<file path="config.mk">
export PLATFORM = sky130hd
export DESIGN_NAME = control_sequencer
export DESIGN_NICKNAME = d
export VERILOG_FILES = /design/src/rtl/control_sequencer_pkg.sv /design/src/rtl/control_opcode_decoder.sv /design/src/rtl/control_sequencer.sv
export SDC_FILE = /design/constraint.sdc
export NUM_CORES = 1
export LEC_CHECK = 0
export BUFFER_PORTS_ARGS = -buffer_cell sky130_fd_sc_hd__buf_2
export CAP_MARGIN = 20
export CORE_MARGIN = 2
export CORE_UTILIZATION = 35
export DETAILED_ROUTE_END_ITERATION = 7
export PLACE_DENSITY = 0.66
export SKIP_LAST_GASP = 1
export SYNTH_ARGS = -nofsm -noshare
export SYNTH_HDL_FRONTEND = slang
export SYNTH_SLANG_ARGS = --single-unit
</file>
<file path="constraint.sdc">
create_clock -name clock -period 3 [get_ports clock]
set_clock_uncertainty 0.1 [all_clocks]
set_input_delay 0.3 -clock clock [delete_from_list [all_inputs] [get_ports clock]]
set_output_delay 0.3 -clock clock [all_outputs]
set_load 0.005 [all_outputs]
</file>
<file path="src/rtl/control_sequencer_pkg.sv">
// Shared types for the JZJCoreF control path: sequencer state, the
// per-unit mode encodings the sequencer drives, the one-hot rd source
// select lines, the instruction classes produced by the opcode decoder,
// and the RV32I major opcodes.
package control_sequencer_pkg;

  typedef enum logic [2:0] {
    ST_FETCH,
    ST_EXECUTE,
    ST_WAIT,
    ST_COMMIT_MEM,
    ST_HALTED
  } control_state_t;

  typedef enum logic [1:0] {
    MEM_NOP           = 2'd0,
    MEM_LOAD          = 2'd1,
    MEM_STORE_PRELOAD = 2'd2,
    MEM_STORE         = 2'd3
  } memory_mode_t;

  typedef enum logic {
    ADDR_CURRENT_PC = 1'b0,
    ADDR_NEXT_PC    = 1'b1
  } inst_addr_source_t;

  typedef enum logic [1:0] {
    BR_INCREMENT = 2'd0,
    BR_JAL       = 2'd1,
    BR_JALR      = 2'd2,
    BR_BRANCH    = 2'd3
  } branch_alu_mode_t;

  typedef enum logic {
    ALU_REGISTER = 1'b0,
    ALU_OP_IMM   = 1'b1
  } alu_mode_t;

  typedef enum logic {
    IMM_LUI   = 1'b0,
    IMM_AUIPC = 1'b1
  } imm_former_mode_t;

  typedef enum logic [1:0] {
    CLASS_SIMPLE = 2'd0,
    CLASS_LOAD   = 2'd1,
    CLASS_STORE  = 2'd2,
    CLASS_HALT   = 2'd3
  } instr_class_t;

  // rd source select lines: one-hot, all-zero when nothing drives rd
  localparam logic [3:0] RD_SRC_NONE   = 4'b0000;
  localparam logic [3:0] RD_SRC_IMM    = 4'b0001;
  localparam logic [3:0] RD_SRC_BRANCH = 4'b0010;
  localparam logic [3:0] RD_SRC_ALU    = 4'b0100;
  localparam logic [3:0] RD_SRC_MEM    = 4'b1000;

  localparam logic [6:0] OPCODE_LOAD     = 7'b0000011;
  localparam logic [6:0] OPCODE_MISC_MEM = 7'b0001111;
  localparam logic [6:0] OPCODE_OP_IMM   = 7'b0010011;
  localparam logic [6:0] OPCODE_AUIPC    = 7'b0010111;
  localparam logic [6:0] OPCODE_STORE    = 7'b0100011;
  localparam logic [6:0] OPCODE_OP       = 7'b0110011;
  localparam logic [6:0] OPCODE_LUI      = 7'b0110111;
  localparam logic [6:0] OPCODE_BRANCH   = 7'b1100011;
  localparam logic [6:0] OPCODE_JALR     = 7'b1100111;
  localparam logic [6:0] OPCODE_JAL      = 7'b1101111;
  localparam logic [6:0] OPCODE_SYSTEM   = 7'b1110011;

endpackage

</file>
<file path="src/rtl/control_opcode_decoder.sv">
// Combinational decode of the latched instruction register.
// Ports:
//   ir          in   32  latched instruction
//   legal       out  1   encoding is supported
//   writes_rd   out  1   instruction commits a value to rd
//   op_class    out  2   instr_class_t: SIMPLE / LOAD / STORE / HALT
//   branch_mode out  2   branch_alu_mode_t for the EXECUTE cycle
//   alu_mode    out  1   alu_mode_t for the EXECUTE cycle
//   imm_mode    out  1   imm_former_mode_t for the EXECUTE cycle
//   rd_select   out  4   one-hot rd source, zero unless writes_rd
// Illegal encodings come out as a SIMPLE class with no rd write and all
// modes at their defaults, so they retire as a NOP if the sequencer does
// not halt on them.
module control_opcode_decoder
  import control_sequencer_pkg::*;
(
  input  logic [31:0] ir,
  output logic        legal,
  output logic        writes_rd,
  output logic [1:0]  op_class,
  output logic [1:0]  branch_mode,
  output logic        alu_mode,
  output logic        imm_mode,
  output logic [3:0]  rd_select
);

  logic [6:0] opcode;
  logic [2:0] funct3;
  logic [6:0] funct7;

  assign opcode = ir[6:0];
  assign funct3 = ir[14:12];
  assign funct7 = ir[31:25];

  // NOTE: every output gets a default before the case so no path through
  // the decode leaves a variable unassigned, which would infer a latch.
  always_comb begin
    legal       = 1'b1;
    writes_rd   = 1'b0;
    op_class    = CLASS_SIMPLE;
    branch_mode = BR_INCREMENT;
    alu_mode    = ALU_REGISTER;
    imm_mode    = IMM_LUI;
    rd_select   = RD_SRC_NONE;
    case (opcode)
      OPCODE_LUI: begin
        writes_rd = 1'b1;
        rd_select = RD_SRC_IMM;
      end
      OPCODE_AUIPC: begin
        imm_mode  = IMM_AUIPC;
        writes_rd = 1'b1;
        rd_select = RD_SRC_IMM;
      end
      OPCODE_JAL: begin
        branch_mode = BR_JAL;
        writes_rd   = 1'b1;
        rd_select   = RD_SRC_BRANCH;
      end
      OPCODE_JALR: begin
        branch_mode = BR_JALR;
        writes_rd   = 1'b1;
        rd_select   = RD_SRC_BRANCH;
      end
      OPCODE_BRANCH: branch_mode = BR_BRANCH;
      OPCODE_OP_IMM: begin
        alu_mode  = ALU_OP_IMM;
        writes_rd = 1'b1;
        rd_select = RD_SRC_ALU;
      end
      OPCODE_OP: begin
        if (funct7 == 7'h00 || funct7 == 7'h20) begin
          writes_rd = 1'b1;
          rd_select = RD_SRC_ALU;
        end else begin
          legal = 1'b0;
        end
      end
      OPCODE_MISC_MEM: ;
      OPCODE_LOAD: begin
        if (funct3 == 3'd3 || funct3 == 3'd6 || funct3 == 3'd7) begin
          legal = 1'b0;
        end else begin
          op_class  = CLASS_LOAD;
          writes_rd = 1'b1;
          rd_select = RD_SRC_MEM;
        end
      end
      OPCODE_STORE: begin
        if (funct3 > 3'd2) legal = 1'b0;
        else               op_class = CLASS_STORE;
      end
      OPCODE_SYSTEM: begin
        // Only ECALL (imm 0x000) and EBREAK (imm 0x001) with zero rs1/funct3/rd
        if (ir[19:7] == 13'd0 && (ir[31:20] == 12'h000 || ir[31:20] == 12'h001))
          op_class = CLASS_HALT;
        else
          legal = 1'b0;
      end
      default: legal = 1'b0;
    endcase
  end

endmodule

</file>
<file path="src/rtl/control_sequencer.sv">
// Multi-cycle control FSM for the JZJCoreF datapath. Latches each fetched
// instruction, drives per-unit control modes for one instruction at a time,
// produces the rd/PC commit strobes, counts retired instructions and
// reports halt/error.
// Ports:
//   clock, nReset    core clock, asynchronous active-low reset
//   instruction      memory read data, sampled at the end of FETCH
//   memoryError      access fault from memory, sampled in WAIT
//   memoryMode       memory_mode_t
//   instAddrSource   inst_addr_source_t
//   branchALUMode    branch_alu_mode_t
//   aluMode          alu_mode_t
//   immFormerMode    imm_former_mode_t
//   rdSourceSelect   one-hot rd source select, zero without rd write
//   rdWriteEnable    1-cycle rd commit strobe
//   pcWriteEnable    1-cycle PC commit strobe
//   halted           sticky, high once HALTED is reached
//   errorFlag        sticky, high when halted on an error
//   retiredCount     committed instructions, wraps
// All outputs are decoded from registered state and IR only.
module control_sequencer
  import control_sequencer_pkg::*;
#(
  parameter int unsigned MEM_LATENCY     = 1,
  parameter bit          HALT_ON_ILLEGAL = 1'b1
) (
  input  logic        clock,
  input  logic        nReset,
  input  logic [31:0] instruction,
  input  logic        memoryError,
  output logic [1:0]  memoryMode,
  output logic        instAddrSource,
  output logic [1:0]  branchALUMode,
  output logic        aluMode,
  output logic        immFormerMode,
  output logic [3:0]  rdSourceSelect,
  output logic        rdWriteEnable,
  output logic        pcWriteEnable,
  output logic        halted,
  output logic        errorFlag,
  output logic [31:0] retiredCount
);

  localparam logic [3:0] WAIT_INIT = 4'(MEM_LATENCY - 1);

  control_state_t state, state_next;
  logic [31:0] ir;
  logic [3:0]  wait_count;
  logic [31:0] retired_count;
  logic        halted_q, error_q;
  logic        start_wait, enter_halt, set_error;

  logic       dec_legal, dec_writes_rd;
  logic [1:0] dec_class, dec_branch_mode;
  logic       dec_alu_mode, dec_imm_mode;
  logic [3:0] dec_rd_select;

  control_opcode_decoder u_decoder (
    .ir          (ir),
    .legal       (dec_legal),
    .writes_rd   (dec_writes_rd),
    .op_class    (dec_class),
    .branch_mode (dec_branch_mode),
    .alu_mode    (dec_alu_mode),
    .imm_mode    (dec_imm_mode),
    .rd_select   (dec_rd_select)
  );

  // NOTE: state registers use non-blocking assignments so every flop
  // samples the pre-edge values regardless of statement order.
  always_ff @(posedge clock or negedge nReset) begin
    if (!nReset) begin
      state         <= ST_FETCH;
      ir            <= 32'd0;
      wait_count    <= 4'd0;
      retired_count <= 32'd0;
      halted_q      <= 1'b0;
      error_q       <= 1'b0;
    end else begin
      state <= state_next;
      if (state == ST_FETCH) ir <= instruction;
      if (start_wait)
        wait_count <= WAIT_INIT;
      else if (state == ST_WAIT && wait_count != 4'd0)
        wait_count <= wait_count - 4'd1;
      if (pcWriteEnable) retired_count <= retired_count + 32'd1;
      if (enter_halt) halted_q <= 1'b1;
      if (set_error)  error_q  <= 1'b1;
    end
  end

  always_comb begin
    state_next     = state;
    start_wait     = 1'b0;
    enter_halt     = 1'b0;
    set_error      = 1'b0;
    memoryMode     = MEM_NOP;
    instAddrSource = ADDR_CURRENT_PC;
    branchALUMode  = BR_INCREMENT;
    aluMode        = ALU_REGISTER;
    immFormerMode  = IMM_LUI;
    rdSourceSelect = RD_SRC_NONE;
    rdWriteEnable  = 1'b0;
    pcWriteEnable  = 1'b0;
    unique case (state)
      ST_FETCH: state_next = ST_EXECUTE;
      ST_EXECUTE: begin
        if (!dec_legal && HALT_ON_ILLEGAL) begin
          state_next = ST_HALTED;
          enter_halt = 1'b1;
          set_error  = 1'b1;
        end else begin
          unique case (dec_class)
            CLASS_LOAD: begin
              memoryMode = MEM_LOAD;
              start_wait = 1'b1;
              state_next = ST_WAIT;
            end
            CLASS_STORE: begin
              memoryMode = MEM_STORE_PRELOAD;
              start_wait = 1'b1;
              state_next = ST_WAIT;
            end
            CLASS_HALT: begin
              state_next = ST_HALTED;
              enter_halt = 1'b1;
            end
            default: begin
              // Single-cycle commit; illegal encodings land here as NOPs
              branchALUMode  = dec_branch_mode;
              aluMode        = dec_alu_mode;
              immFormerMode  = dec_imm_mode;
              rdSourceSelect = dec_rd_select;
              rdWriteEnable  = dec_writes_rd;
              pcWriteEnable  = 1'b1;
              instAddrSource = ADDR_NEXT_PC;
              state_next     = ST_FETCH;
            end
          endcase
        end
      end
      ST_WAIT: begin
        memoryMode = (dec_class == CLASS_LOAD) ? MEM_LOAD : MEM_STORE_PRELOAD;
        if (memoryError) begin
          state_next = ST_HALTED;
          enter_halt = 1'b1;
          set_error  = 1'b1;
        end else if (wait_count == 4'd0) begin
          state_next = ST_COMMIT_MEM;
        end
      end
      ST_COMMIT_MEM: begin
        if (dec_class == CLASS_LOAD) begin
          memoryMode     = MEM_LOAD;
          rdSourceSelect = RD_SRC_MEM;
          rdWriteEnable  = 1'b1;
        end else begin
          memoryMode = MEM_STORE;
        end
        pcWriteEnable  = 1'b1;
        instAddrSource = ADDR_NEXT_PC;
        state_next     = ST_FETCH;
      end
      ST_HALTED: state_next = ST_HALTED;
      default:   state_next = ST_FETCH;
    endcase
  end

  assign halted       = halted_q;
  assign errorFlag    = error_q;
  assign retiredCount = retired_count;

endmodule
</file>
* Word-level counts from Yosys, hierarchy flattened
Cells that the tools add are included.
** Cells by class
- Reduce and logical (&&, ||, !) cells :: 19
- Magnitude comparators :: 1
- Add/sub/neg operators :: 2
- Equal/unequal tests :: 24
- Muxes and demuxes :: 57
** Operators by type and width (count)
- 32-bit by 1-bit adder with 32-bit output, second input constant :: 1
- 7-bit by 6-bit == test with 1-bit output, second input constant :: 4
- 7-bit == test, second input constant :: 4
- 1-bit 2-to-1 mux :: 25
- 4-bit 2-to-1 mux :: 6
- 4-bit one-hot mux with 5 select lines :: 1
- 2-bit one-hot mux with 3 select lines :: 3
- 2-bit 2-to-1 mux :: 8
- 7-bit by 5-bit == test with 1-bit output, second input constant :: 2
- 13-bit logical NOT :: 1
- 12-bit by 1-bit == test with 1-bit output, second input constant :: 1
- 12-bit logical NOT :: 1
- 3-bit 2-to-1 mux :: 4
- 3-bit one-hot mux with 4 select lines :: 1
- 3-bit by 2-bit == test with 1-bit output, second input constant :: 3
- 3-bit == test, second input constant :: 3
- 1-bit one-hot mux with 2 select lines :: 4
- 4-bit one-hot mux with 2 select lines :: 1
- 7-bit by 2-bit == test with 1-bit output, second input constant :: 1
- 7-bit by 4-bit == test with 1-bit output, second input constant :: 1
- 7-bit logical NOT :: 1
- 7-bit OR reduction :: 1
- 3-bit one-hot mux with 2 select lines :: 1
- 2-bit OR reduction :: 3
- other kinds (17) :: 22
** Word-level totals
- Logic and storage cells :: 109
- Output and inout bits :: 47
- Bits of input ports :: 35
- Register bits :: 73

* Depth between registers and ports, before layout
Gate-level depths: netlist of the first run.
- Depth in word-level cells :: 11
- Mapped depth :: 10
- Depth with buffers taken out :: 10

* Cells and area by module
A second synthesis of the first run with hierarchy kept.
** Second synthesis, totals
- Cell total of the unflattened synthesis :: 317
- Area, all modules :: 3599.7 sq um
** Modules (own cells, without submodules)
- control_sequencer :: cells an instance 270, area each 3291.9 sq um, sequential area each 1826.8 sq um, times used 1
- control_opcode_decoder :: cells an instance 47, area each 307.8 sq um, sequential area each 0.0 sq um, times used 1

* Least setup slack after synthesis of the first run
No wires, ideal clock.
- Path type :: register -> register
- Start point :: register ir[3]
- End point :: register retired_count[31], in the netlist retiredCount[31]
- Clock period less this slack :: 2.732 ns
- Data arrival time :: 2.509 ns
- Library setup time :: 0.123 ns
- Cell stages (with the launch flop) :: 10
- Path buffers :: 0
- Data required time :: 2.777 ns
- Slack :: 0.268 ns
- Path through :: dfrtp_1 -> or4_1 -> nor4b_1 -> nor2_1 -> ha_1 -> nand2_1 -> nand2_1 -> nand4_1 -> and4bb_2 -> xor2_1
** Between the ends
- Longest elaborated chain between the ends :: 7
- Elaborated cells on any way between the ends :: 21
- Those cells by class :: 14 x eq/ne; 5 x mux; 2 x reduce/logical
** RTL lines
- start, declared :: RTL line control_sequencer.sv:47 : logic [31:0] ir;
- start signal, assigned :: RTL line control_sequencer.sv:81 : if (state == ST_FETCH) ir <= instruction;
- 7-bit == test, or another cell as far along :: RTL line control_opcode_decoder.sv:45 : case (opcode)
- 2-bit one-hot mux with 3 select lines :: RTL line control_opcode_decoder.sv:45
- 2-bit by 1-bit == test with 1-bit output / 2-bit == test (equally long branches) :: RTL line control_sequencer.sv:113 : unique case (dec_class)
- 3-bit OR reduction (no source line)
- 1-bit 2-to-1 mux :: RTL line control_sequencer.sv:113
- 1-bit 2-to-1 mux * :: RTL line control_sequencer.sv:108 : if (!dec_legal && HALT_ON_ILLEGAL) begin
- 1-bit one-hot mux with 2 select lines * :: RTL line control_sequencer.sv:105 : unique case (state)
- end signal, assigned :: RTL line control_sequencer.sv:86 : if (pcWriteEnable) retired_count <= retired_count + 32'd1;
- end, declared :: RTL line control_sequencer.sv:49 : logic [31:0] retired_count;
Every way passes the cells marked *; elsewhere a longest branch is shown, timed or not.
A chain may end at the register's enable or synchronous reset.

* Worst setup path in the final report of the first run
- Start point :: register ir[3]
- End point :: output memoryMode[1]
** Between the ends
- Longest elaborated chain between the ends :: 6
- Elaborated cells on any way between the ends :: 21
- Those cells by class :: 13 x eq/ne; 7 x mux; 1 x reduce/logical
** RTL lines
- 7-bit == test, or another cell as far along :: RTL line control_opcode_decoder.sv:45
- 2-bit one-hot mux with 3 select lines :: RTL line control_opcode_decoder.sv:45
- 2-bit == test / 2-bit by 1-bit == test with 1-bit output (equally long branches) :: RTL line control_sequencer.sv:113, control_sequencer.sv:143, control_sequencer.sv:153
- 2-bit one-hot mux with 2 select lines :: RTL line control_sequencer.sv:113
- 2-bit 2-to-1 mux :: RTL line control_sequencer.sv:108
- 2-bit one-hot mux with 3 select lines * :: RTL line control_sequencer.sv:105
- end, declared :: RTL line control_sequencer.sv:31 : output logic [1:0] memoryMode,
Marked as above.

==> results of run 1 <==
[cell type report]
cell class | instances | area, µm²
Fill cell | 978 | 5500
Multi-Input combinational cell | 235 | 1960
Sequential cell | 72 | 1810
Timing Repair Buffer | 106 | 606
Tap cell | 136 | 170
Clock buffer | 9 | 124
Clock inverter | 7 | 119
Inverter | 12 | 45.0
[cell families (layout without fill, tap and decap cells)]
family	after synthesis	count (layout)	share of synthesized area, %
xor gates and xnor gates	34	34	8.02
and+or+nand+nor	118	118	18.7
muxes	33	33	9.97
adders and majority gates	7	7	2.36
AOI/OAI and AO/OA	43	43	9.23
buffers and inverters	26	134	3.23
DFF	72	72	48.5
[where the power goes]
part | internal, mW | switching, mW
clock network | 0.553 | 0.384
logic | 0.536 | 0.487
registers | 1.22 | 0.277
total | 2.31 | 1.15
[worst min-delay path by stage]
stage	to	slack (ps)	depth (start not counted)
final	wait_count[2]	-10	1
after detailed placement	retiredCount[31]	370	1
after global placement	halted	350	2
after global routing	wait_count[2]	60	1
after CTS	halted	20	1
after floorplan	errorFlag	-100	0
[flip-flops by register name, indices dropped and copies added, names as in the netlist]
signal	cells
retiredCount	32
wait_count	4
ir	31
halted	1
errorFlag	1
state	3
[through the flow]
step / cell area [µm²] / cells
5_1_grt: 4830 / 577
3_5_place_dp: 4310 / 547
4_1_cts: 4680 / 569
6_report: 4830 / 577
2_1_floorplan: 3710 / 333
3_3_place_gp: 4310 / 547
[what timing repair did]
| item | 4_1_cts | 5_1_grt |
|---|---|---|
| buffers inserted | 6 | 8 |
| endpoints found under the setup margin | 10 | 11 |
| resized for setup | 16 | 18 |
| pin swaps | 5 | 9 |
[synth_stat cells, types with 2 or more instances]
library cell	number	share of area, %
dfrtp_1	72	49
mux2_2	31	9.4
xor2_1	29	6.8
nor2_1	24	2.4
nand2_1	23	2.3
nand3_1	13	1.8
inv_1	12	1.2
nor3_1	12	1.6
a21oi_1	11	1.5
o21ai_0	10	1.3
a211oi_2	7	2.4
ha_1	7	2.4
clkbuf_1	6	0.61
nand4_1	6	1.0
nor2b_1	5	0.84
nor4_1	5	0.84
xnor2_1	5	1.2
and4_1	4	0.94
nor3b_2	4	1.3
a31oi_1	3	0.51
and3_1	3	0.51
buf_2	3	0.40
a211oi_1	2	0.40
a21boi_1	2	0.40
buf_1	2	0.20
buf_6	2	0.61
nand2b_1	2	0.34
nor4_4	2	1.1
nor4b_1	2	0.47
or3_1	2	0.34
[layer usage]
layer  wire [µm]  share of wire, %  global-route usage [%]  vias up
li1            -                 -                       -     1392
met1        4110                48                    22.7     1430
met2        3930                46                    24.0       67
met3         443               5.2                    4.32        9
met4         108               1.3                    6.12        0
met5           0                 0                       0        -
[critical path: cells and delay by family (launching register included)]
| kind | cells | cell delay, ps |
|---|---|---|
| compound gates | 1 | 210 |
| fa+ha+maj | 1 | 180 |
| buf+inv | 3 | 280 |
| flops | 1 | 440 |
| simple gates | 4 | 1110 |
==> summary.md, run 1 <==
| Metric | Value |
|---|---|
| Status | `finished, violations left` |
| Failing checks | `hold timing` |
| # DRC | `0` |
| CTS Sinks | `72` |
| Die area | `about 11000 µm²` |
| Worst-path clk slew | `approximately 80 ps` |
| Final Hold Viols | `36` |
| HP Class | `input pin to async pin` |
| # hold bufs at CTS | `0` |
| Area delta synth->final | `30.0%` |
| Gpl congestion | `0.818` |
| RR Endpoint | `retiredCount[7]` |
| Pwr Total | `between 3 and 4 mW` |
| Min Hold Slack | `-14.2 ps` |
| H-Tree Depth | `3` |
| FF+latch count, synth | `a little over 70` |
| Nature of the critical path endpoint | `primary output` |
| Library cells used by synthesis | `52` |
| Commonest non-fill, non-tap cell in the layout | `buf_2` |
| Antenna Violating Nets Remaining | `0` |
| Grt total ovfl | `0` |
| Post-synth ARST share | `100%` |
| Critical path cell sequence | `or4_4, nor4b_4, nor2_4, inv_2, ha_2, inv_1, a32oi_1, nor2_1, buf_2` |
| Hpwl dp | `5930 µm` |
| Setup TNS | `0 ps` |
| CTS buffer count | `9` |
| Mapped Avg Cell Area | `between 10 and 15 µm²` |
| RSZ-0062 raised after global routing | `true` |
| Most frequent cells in the layout | `buf_2, dfrtp_1, mux2_2` |
| EDFF count, synth | `0` |
| Die X | `approximately 110 µm` |
| Synthesized cell area | `roughly 3700 µm²` |
| Fmax | `335 MHz` |
| Routed WL | `roughly 8600 µm` |
| Largest net degree at the start of global routing | `73` |
| Io pins | `82` |
| Slew @ Worst Pin | `slightly above 900 ps` |
| Vias in the first global route | `2930` |
| Crit share post-route | `between 90% and 100%` |
| Site Rows | `37` |
| Core region area | `between 10000 and 15000 µm²` |
| CTS tree | `done` |
| Register area share after synthesis | `48.5%` |
| Critical Path Sink | `memoryMode[1]` |
| RR Startpoint | `ir[3]` |
| Die height | `between 100 and 150 µm` |
| Worst VDD drop | `slightly above 0.4 mV` |
| Crit path largest cell delay | `580 ps` |
| Initial DRC Count | `130` |
| Tmin final | `approximately 3000 ps` |
| Slew margin rel. | `around two fifths` |
| Slowest stage cell, crit path | `or4_4` |
| Root buffer cell | `clkbuf_8` |
| Global-route wire length before repair | `between 10000 and 15000 µm` |
| Synth warn | `0` |
| Drt wl/cell | `14.9 µm` |
| Starting Density | `between 30% and 40%` |
| Clk Latency, worst-skew pair | `350 ps` |
| Synth Flop Type | `dfrtp_1` |
| Layout cell share with drive strength beyond 1 | `between 40% and 50%` |
| Fin nets | `478` |
| Util after Layout | `between 40% and 50%` |
| Max-cap violation count | `0` |
| Final WS setup | `18.7 ps` |
| Total GRT Usage | `roughly 16%` |
| Mapped Cells | `~330` |
| Vias per inst | `5.02` |
| R2R cell count | `11` |
| Syn_nets | `between 300 and 400` |
| Arrival @ worst endpoint | `roughly 2600 ps` |
| Port buffer count | `80` |
| Total number of vias | `around 2900` |
| Critical setup path kind | `flip-flop to primary output` |
| R2r setup slk | `240 ps` |
| CP required | `approximately 2600 ps` |
| Pre-Repair DR Iteration Count | `4` |
| Crit. Startpoint | `ir[3]` |
| PD cells | `between 700 and 800 nW/µm²` |
| Place WS | `roughly 100 ps` |
| Final Max Slew Viols | `0` |
| Endpoints failing setup | `0` |
| Diodes inserted | `0` |
| Startpoint class of the critical path | `flip-flop` |
| Leak | `around 2.3 nW` |
| Crit path max fanout | `5` |
| Bufs on Longest Clock Path | `2` |
| Antenna violations before repair | `0` |
No activity file was read; power rests on OpenSTA's default activity.
==> run 2: changes to the inputs <==
--- a/config.mk
+++ b/config.mk
@@ -7,10 +7,12 @@
 export LEC_CHECK = 0
 export BUFFER_PORTS_ARGS = -buffer_cell sky130_fd_sc_hd__buf_2
 export CAP_MARGIN = 20
+export CELL_PAD_IN_SITES_DETAIL_PLACEMENT = 1
+export CELL_PAD_IN_SITES_GLOBAL_PLACEMENT = 2
 export CORE_MARGIN = 2
 export CORE_UTILIZATION = 35
 export DETAILED_ROUTE_END_ITERATION = 7
-export PLACE_DENSITY = 0.66
+export PLACE_DENSITY = 0.9
 export SKIP_LAST_GASP = 1
 export SYNTH_ARGS = -nofsm -noshare
 export SYNTH_HDL_FRONTEND = slang
==> run 2 against run 1 <==
The flow finishes with violations (hold timing, setup timing). Clock power rose by 0.7%. Register-to-register slack got worse by 80 ps. Total power fell by 1.0%. Non-clock buffer count rose by 1. Highest routed layer unchanged. Fmax fell by 1.3%. Core utilization fell by 0.17 points. Critical endpoint is now rdSourceSelect[2]. Critical path depth fell by 1. Via count fell by 0.48%.
==> summary.md, run 2 (synthesized netlist as in run 1, its figures left out) <==
| Metric | Value |
|---|---|
| Sw Share | `33.0%` |
| Antenna violations before repair | `0` |
| Global-route wire length before repair | `15500 µm` |
| Initial DRC Count | `83` |
| CP required | `between 2000 and 3000 ps` |
| Critical path cell sequence | `buf_6, or3_4, nor4_4, buf_4, o311ai_4, a211o_1, a211oi_2, buf_2` |
| Routed WL | `roughly 9400 µm` |
| Starting Density | `36.0%` |
| Most frequent cells in the layout | `buf_2, dfrtp_1, mux2_2` |
| RSZ-0062 raised after global routing | `true` |
| Area delta synth->final | `29.5%` |
| Worst-path clk slew | `about 80 ps` |
| R2r setup slk | `about 160 ps` |
| Slew @ Worst Pin | `928 ps` |
| Gpl congestion | `0.802` |
| Final Max Slew Viols | `0` |
| Int Pwr | `2.29 mW` |
| Grt total ovfl | `0` |
| Setup TNS | `-20.6 ps` |
| Leak | `roughly 2.3 nW` |
| R2R cell count | `13` |
| H-Tree Depth | `3` |
| Status | `finished, violations left` |
| Layout cell share with drive strength beyond 1 | `45.5%` |
| Fmax | `about 330 MHz` |
| # hold bufs at CTS | `0` |
| Die X | `107 µm` |
| Nature of the critical path endpoint | `primary output` |
| Place WS | `between 15 and 20 ps` |
| Slowest stage cell, crit path | `dfrtp_1` |
| Pre-Repair DR Iteration Count | `4` |
| CTS Sinks | `72` |
| RR Endpoint | `retiredCount[8]` |
| Critical setup path kind | `flip-flop to primary output` |
| Antenna Violating Nets Remaining | `0` |
| Area after DPL | `approximately 4300 µm²` |
| Hpwl dp | `between 6000 and 7000 µm` |
| RR Startpoint | `ir[2]` |
| Pwr Total | `3.42 mW` |
| Clk Latency, worst-skew pair | `about 360 ps` |
| CTS tree | `done` |
| PD cells | `roughly 710 nW/µm²` |
| CTS buffer count | `9` |
| Fin nets | `approximately 480` |
| Crit share post-route | `101%` |
| Largest net degree at the start of global routing | `73` |
| Combinational Power Share | `between 20% and 30%` |
| Arrival @ worst endpoint | `between 2000 and 3000 ps` |
| Port buffer count | `80` |
| Root buffer cell | `clkbuf_8` |
| Slew margin rel. | `about two fifths` |
| Critical Path Sink | `rdSourceSelect[2]` |
| Clock power share | `between 20 and 30%` |
| Crit path max fanout | `5` |
| Commonest non-fill, non-tap cell in the layout | `buf_2` |
| Max reg flops | `32` |
| Total number of vias | `roughly 2900` |
| Vias in the first global route | `approximately 3100` |
| Max-cap violation count | `0` |
| Total GRT Usage | `17.3%` |
| Failing checks | `hold timing, setup timing` |
| Final Hold Viols | `33` |
| Diodes inserted | `0` |
| Design Area, Final | `roughly 4800 µm²` |
| Layout fillers | `approximately 1200` |
| Bufs on Longest Clock Path | `2` |
| NetSw | `roughly 1.1 mW` |
| HP Class | `input pin to async pin` |
| Die height | `107 µm` |
| Crit. Startpoint | `ir[2]` |
| CP delay by family, top | `simple AND/OR/NAND/NOR gates` |
| Critical path depth | `8` |
| Endpoints failing setup | `1` |
| Vias per inst | `4.99` |
| # DRC | `0` |
| Min Hold Slack | `-30.2 ps` |
| Io pins | `82` |
| Share of power burned in registers | `42.9%` |
| Drt wl/cell | `~16 µm` |
| Worst VDD drop | `between 0.4 and 0.5 mV` |
| Core region area | `~10000 µm²` |
| Final WS setup | `-20.6 ps` |
| Crit path largest cell delay | `400 ps` |
| Startpoint class of the critical path | `flip-flop` |
| Die area | `roughly 11000 µm²` |
| Tmin final | `between 3000 and 4000 ps` |
| CP bufs+invs | `3` |
| Site Rows | `37` |
[run 2: cell count changes in the layout (fill, tap and decap cells not counted), sizes merged]
cell | before | now
inv | 13 | 12
clkinv | 1 | 3
clkinvlp | 2 | 1
buf | 106 | 107
[run 2: layout make-up]
cell class	instances	area (µm²)	share of cell area, %
clock buffers	9	124	2.58
clock inverters	7	120	2.50
inverters	12	45.0	0.937
multi-input cells	235	1930	40.1
flip-flops and latches	72	1810	37.6
well taps	136	170	3.54
repair buffers	107	613	12.8
[run 2: power by group through the flow]
stage               Combinational (mW)  Clock, mW  Sequential [mW]
floorplan                        0.734          0             1.36
global route                      1.11      0.999             1.51
finish                            1.01      0.944             1.47
global placement                 0.866          0             1.44
detailed placement               0.904          0             1.46
CTS                              0.937      0.966             1.46
[run 2: metal layers]
metal,part of all wire [%],global-route usage (%)
met1,44,22.1
met2,51,28.4
met3,3.4,3.47
met4,2.1,7.14
met5,0,0
[run 2: through the flow]
step	util, %	std cells
3_3_place_gp	41.6	545
4_1_cts	45.0	569
5_1_grt	46.6	578
3_5_place_dp	41.6	545
6_report	46.6	578
2_1_floorplan	-	333
[run 2: how the worst min path moves through the flow]
stage / start / endpoint / slack (ps) / depth (start not counted)
floorplan: nReset / errorFlag / -100 / 0
finish: nReset / retiredCount[21] / -30 / 1
global placement: errorFlag / errorFlag / 360 / 2
detailed placement: halted / halted / 360 / 2
CTS: nReset / retiredCount[21] / 3 / 1
global route: nReset / retiredCount[21] / 40 / 1
[run 2: worst register-to-register path, stage by stage (launching register included)]
cell and delay [ps]:
dfrtp_1 400, buf_6 130, or3_4 400, nor4_4 320, buf_4 190, nor2_2 60
ha_4 200, o311ai_4 80, buf_4 170, buf_4 100, buf_4 100, buf_4 210
a21oi_1 120, xnor2_1 150
[run 2: repair_timing]
item | 4_1_cts | 5_1_grt
gates resized for setup | 12 | 19
pin swaps | 7 | 8
cloned | 0 | 0
endpoints found under the setup margin | 14 | 17
hold endpoints to repair | 0 | 0
buffers inserted | 8 | 9
==> run 3: changes to the inputs <==
--- a/config.mk
+++ b/config.mk
@@ -9,7 +9,7 @@
 export CAP_MARGIN = 20
 export CELL_PAD_IN_SITES_DETAIL_PLACEMENT = 1
 export CELL_PAD_IN_SITES_GLOBAL_PLACEMENT = 2
-export CORE_MARGIN = 2
+export CORE_MARGIN = 3
 export CORE_UTILIZATION = 35
 export DETAILED_ROUTE_END_ITERATION = 7
 export PLACE_DENSITY = 0.9
==> run 3 against run 2 <==
Total power decreased by 3.1%. The run ends with setup timing left. Critical path type unchanged. Critical path depth decreased by 1. Largest power group unchanged. Count of clock-buffer cells in the layout increased by 1.
==> summary.md, run 3 (synthesized netlist as in run 1, its figures left out) <==
| Metric | Value |
|---|---|
| Status | `finished, violations left` |
| Failing checks | `setup timing` |
| Place WS | `26.9 ps` |
| Vias per inst | `around 5` |
| Share of power burned in registers | `43.6%` |
| Met3 wire len | `approximately 380 µm` |
| CP delay by family, top | `compound AO/OA/AOI/OAI gates` |
| Most frequent cells in the layout | `buf_2, dfrtp_1, mux2_2` |
| HP Class | `input pin to flip-flop` |
| Io pins | `between 80 and 90` |
| Min Hold Slack | `79.6 ps` |
| # DRC | `0` |
| NetSw | `around 1.1 mW` |
| Antenna violations before repair | `0` |
| Wl on met1 | `roughly 4200 µm` |
| Initial DRC Count | `53` |
| Int Pwr | `2.20 mW` |
| Max-cap violation count | `0` |
| Max reg flops | `32` |
| Arrival @ worst endpoint | `around 2600 ps` |
| Worst-path clk slew | `roughly 80 ps` |
| Layout fillers | `around 1100` |
| Crit path largest cell delay | `a little under 600 ps` |
| H-Tree Depth | `3` |
| CP required | `around 2600 ps` |
| Final WS setup | `-13.9 ps` |
| CTS tree | `done` |
| Port buffer count | `80` |
| CP bufs+invs | `2` |
| Grt total ovfl | `0` |
| Crit share post-route | `100%` |
| Total number of vias | `about 2900` |
| Nature of the critical path endpoint | `primary output` |
| Gpl congestion | `approximately 0.76` |
| Largest net degree at the start of global routing | `33` |
| Sw Share | `around a third` |
| Critical setup path kind | `flip-flop to primary output` |
| Endpoints failing setup | `1` |
| Die X | `approximately 110 µm` |
| Tmin final | `approximately 3000 ps` |
| Die height | `about 110 µm` |
| RSZ-0062 raised after global routing | `true` |
| Slowest stage cell, crit path | `or4_1` |
| Total GRT Usage | `between 15 and 20%` |
| Drt wl/cell | `approximately 16 µm` |
| Startpoint class of the critical path | `flip-flop` |
| Met2 WL | `4620 µm` |
| Top routing layer in use | `met4` |
| Util after Layout | `a little under half` |
| Diodes inserted | `0` |
| Global-route wire length before repair | `roughly 15000 µm` |
| PD cells | `between 600 and 700 nW/µm²` |
| Antenna Violating Nets Remaining | `0` |
| CTS buffer count | `9` |
| Critical path cell sequence | `or4_1, buf_4, a21oi_4, o311ai_4, a211o_1, a211oi_2, buf_2` |
| Fmax | `roughly 330 MHz` |
| Site Rows | `36` |
| Area delta synth->final | `28.4%` |
| Routed WL | `9290 µm` |
| Slew @ Worst Pin | `700 ps` |
| Hpwl dp | `6630 µm` |
| Pre-Repair DR Iteration Count | `4` |
| Combinational Power Share | `between 30% and 40%` |
| Root buffer cell | `clkbuf_8` |
| Bufs on Longest Clock Path | `2` |
| Slew margin rel. | `53.0%` |
| Vias in the first global route | `around 3000` |
| Clock power share | `a little over a quarter` |
| Area after DPL | `4330 µm²` |
| Die area | `11900 µm²` |
| Design Area, Final | `4770 µm²` |
| Leak | `~2.3 nW` |
| Starting Density | `between 30% and 40%` |
| Crit path max fanout | `8` |
| Commonest non-fill, non-tap cell in the layout | `buf_2` |
| Worst VDD drop | `between 0.4 and 0.5 mV` |
| Fin nets | `just under 500` |
| Layout cell share with drive strength beyond 1 | `43.9%` |
| Final Hold Viols | `0` |
| Core region area | `between 10000 and 15000 µm²` |
| Setup TNS | `-13.9 ps` |
| CTS Sinks | `72` |
| Clk Latency, worst-skew pair | `350 ps` |
| Final Max Slew Viols | `0` |
==> run 3: changes by cell type in the layout (fill, tap and decap cells not counted), moves of 2 or more <==
cell | previous run | this run
buf_4 | 26 | 28
buf_6 | 2 | 0
dfrtp_1 | 68 | 70
dfrtp_2 | 4 | 2
o21ai_1 | 0 | 2
o21ai_2 | 2 | 0
==> run 3: power by group through the flow <==
| stage | sequential, mW | clock (mW) | combinational [mW] |
|---|---|---|---|
| after floorplan | 1.36 | 0 | 0.734 |
| after global placement | 1.44 | 0 | 0.888 |
| after detailed placement | 1.45 | 0 | 0.920 |
| after CTS | 1.45 | 0.886 | 0.978 |
| after global routing | 1.49 | 0.925 | 1.11 |
| final | 1.45 | 0.865 | 1.00 |
==> run 3: through the flow <==
| stage | cells | power (mW) |
|---|---|---|
| finish | 577 | 3.32 |
| global placement | 548 | 2.33 |
| floorplan | 333 | 2.09 |
| detailed placement | 548 | 2.37 |
| global route | 577 | 3.53 |
| CTS | 572 | 3.31 |
==> run 3: worst reg2reg max path, cell delays in order (launching register included) <==
cell and delay (ps):
dfrtp_2 460, or4_1 590, nor4b_4 330, nor2_4 100
ha_4 190, nand2_1 170, nand2_1 100, nand4_1 350
nor3_1 130, xor2_1 160
==> run 3: worst paths after layout <==
path / slack [ps] / from / end / cells past startpoint
setup / recovery: -10 / ir[2] / rdSourceSelect[2] / 7
hold / removal: 80 / instruction[25] / ir[25] / 2
setup reg to reg: 180 / ir[2] / retiredCount[28] / 9
hold reg to reg: 370 / errorFlag / errorFlag / 2
max in group asynchronous: 1720 / nReset / ir[2] / 3
min in group asynchronous: 290 / nReset / retiredCount[23] / 2
==> run 3: routing by layer <==
layer | track usage (%) | vias up
li1 | - | 1389
met3 | 4.14 | 7
met5 | 0 | -
met4 | 3.52 | 0
met2 | 26.8 | 47
met1 | 21.1 | 1436
==> run 3: final cells by class <==
cell class / instances / area [µm²] / share of cell area (%)
clock inverters: 6 / 92.6 / 1.94
flip-flops and latches: 72 / 1800 / 37.8
inverters: 12 / 45.0 / 0.945
clock buffers: 10 / 128 / 2.68
multi-input cells: 235 / 1910 / 40.1
well taps: 133 / 166 / 3.49
repair buffers: 109 / 621 / 13.0
==> run 3: what timing repair did <==
item                                    in CTS  in global routing
endpoints found under the setup margin      14                 13
pin swaps                                    8                  3
endpoints found under the hold margin       13                  0
gates resized for setup                     14                 10
buffers inserted                             7                  5
hold buffers                                 1                  0
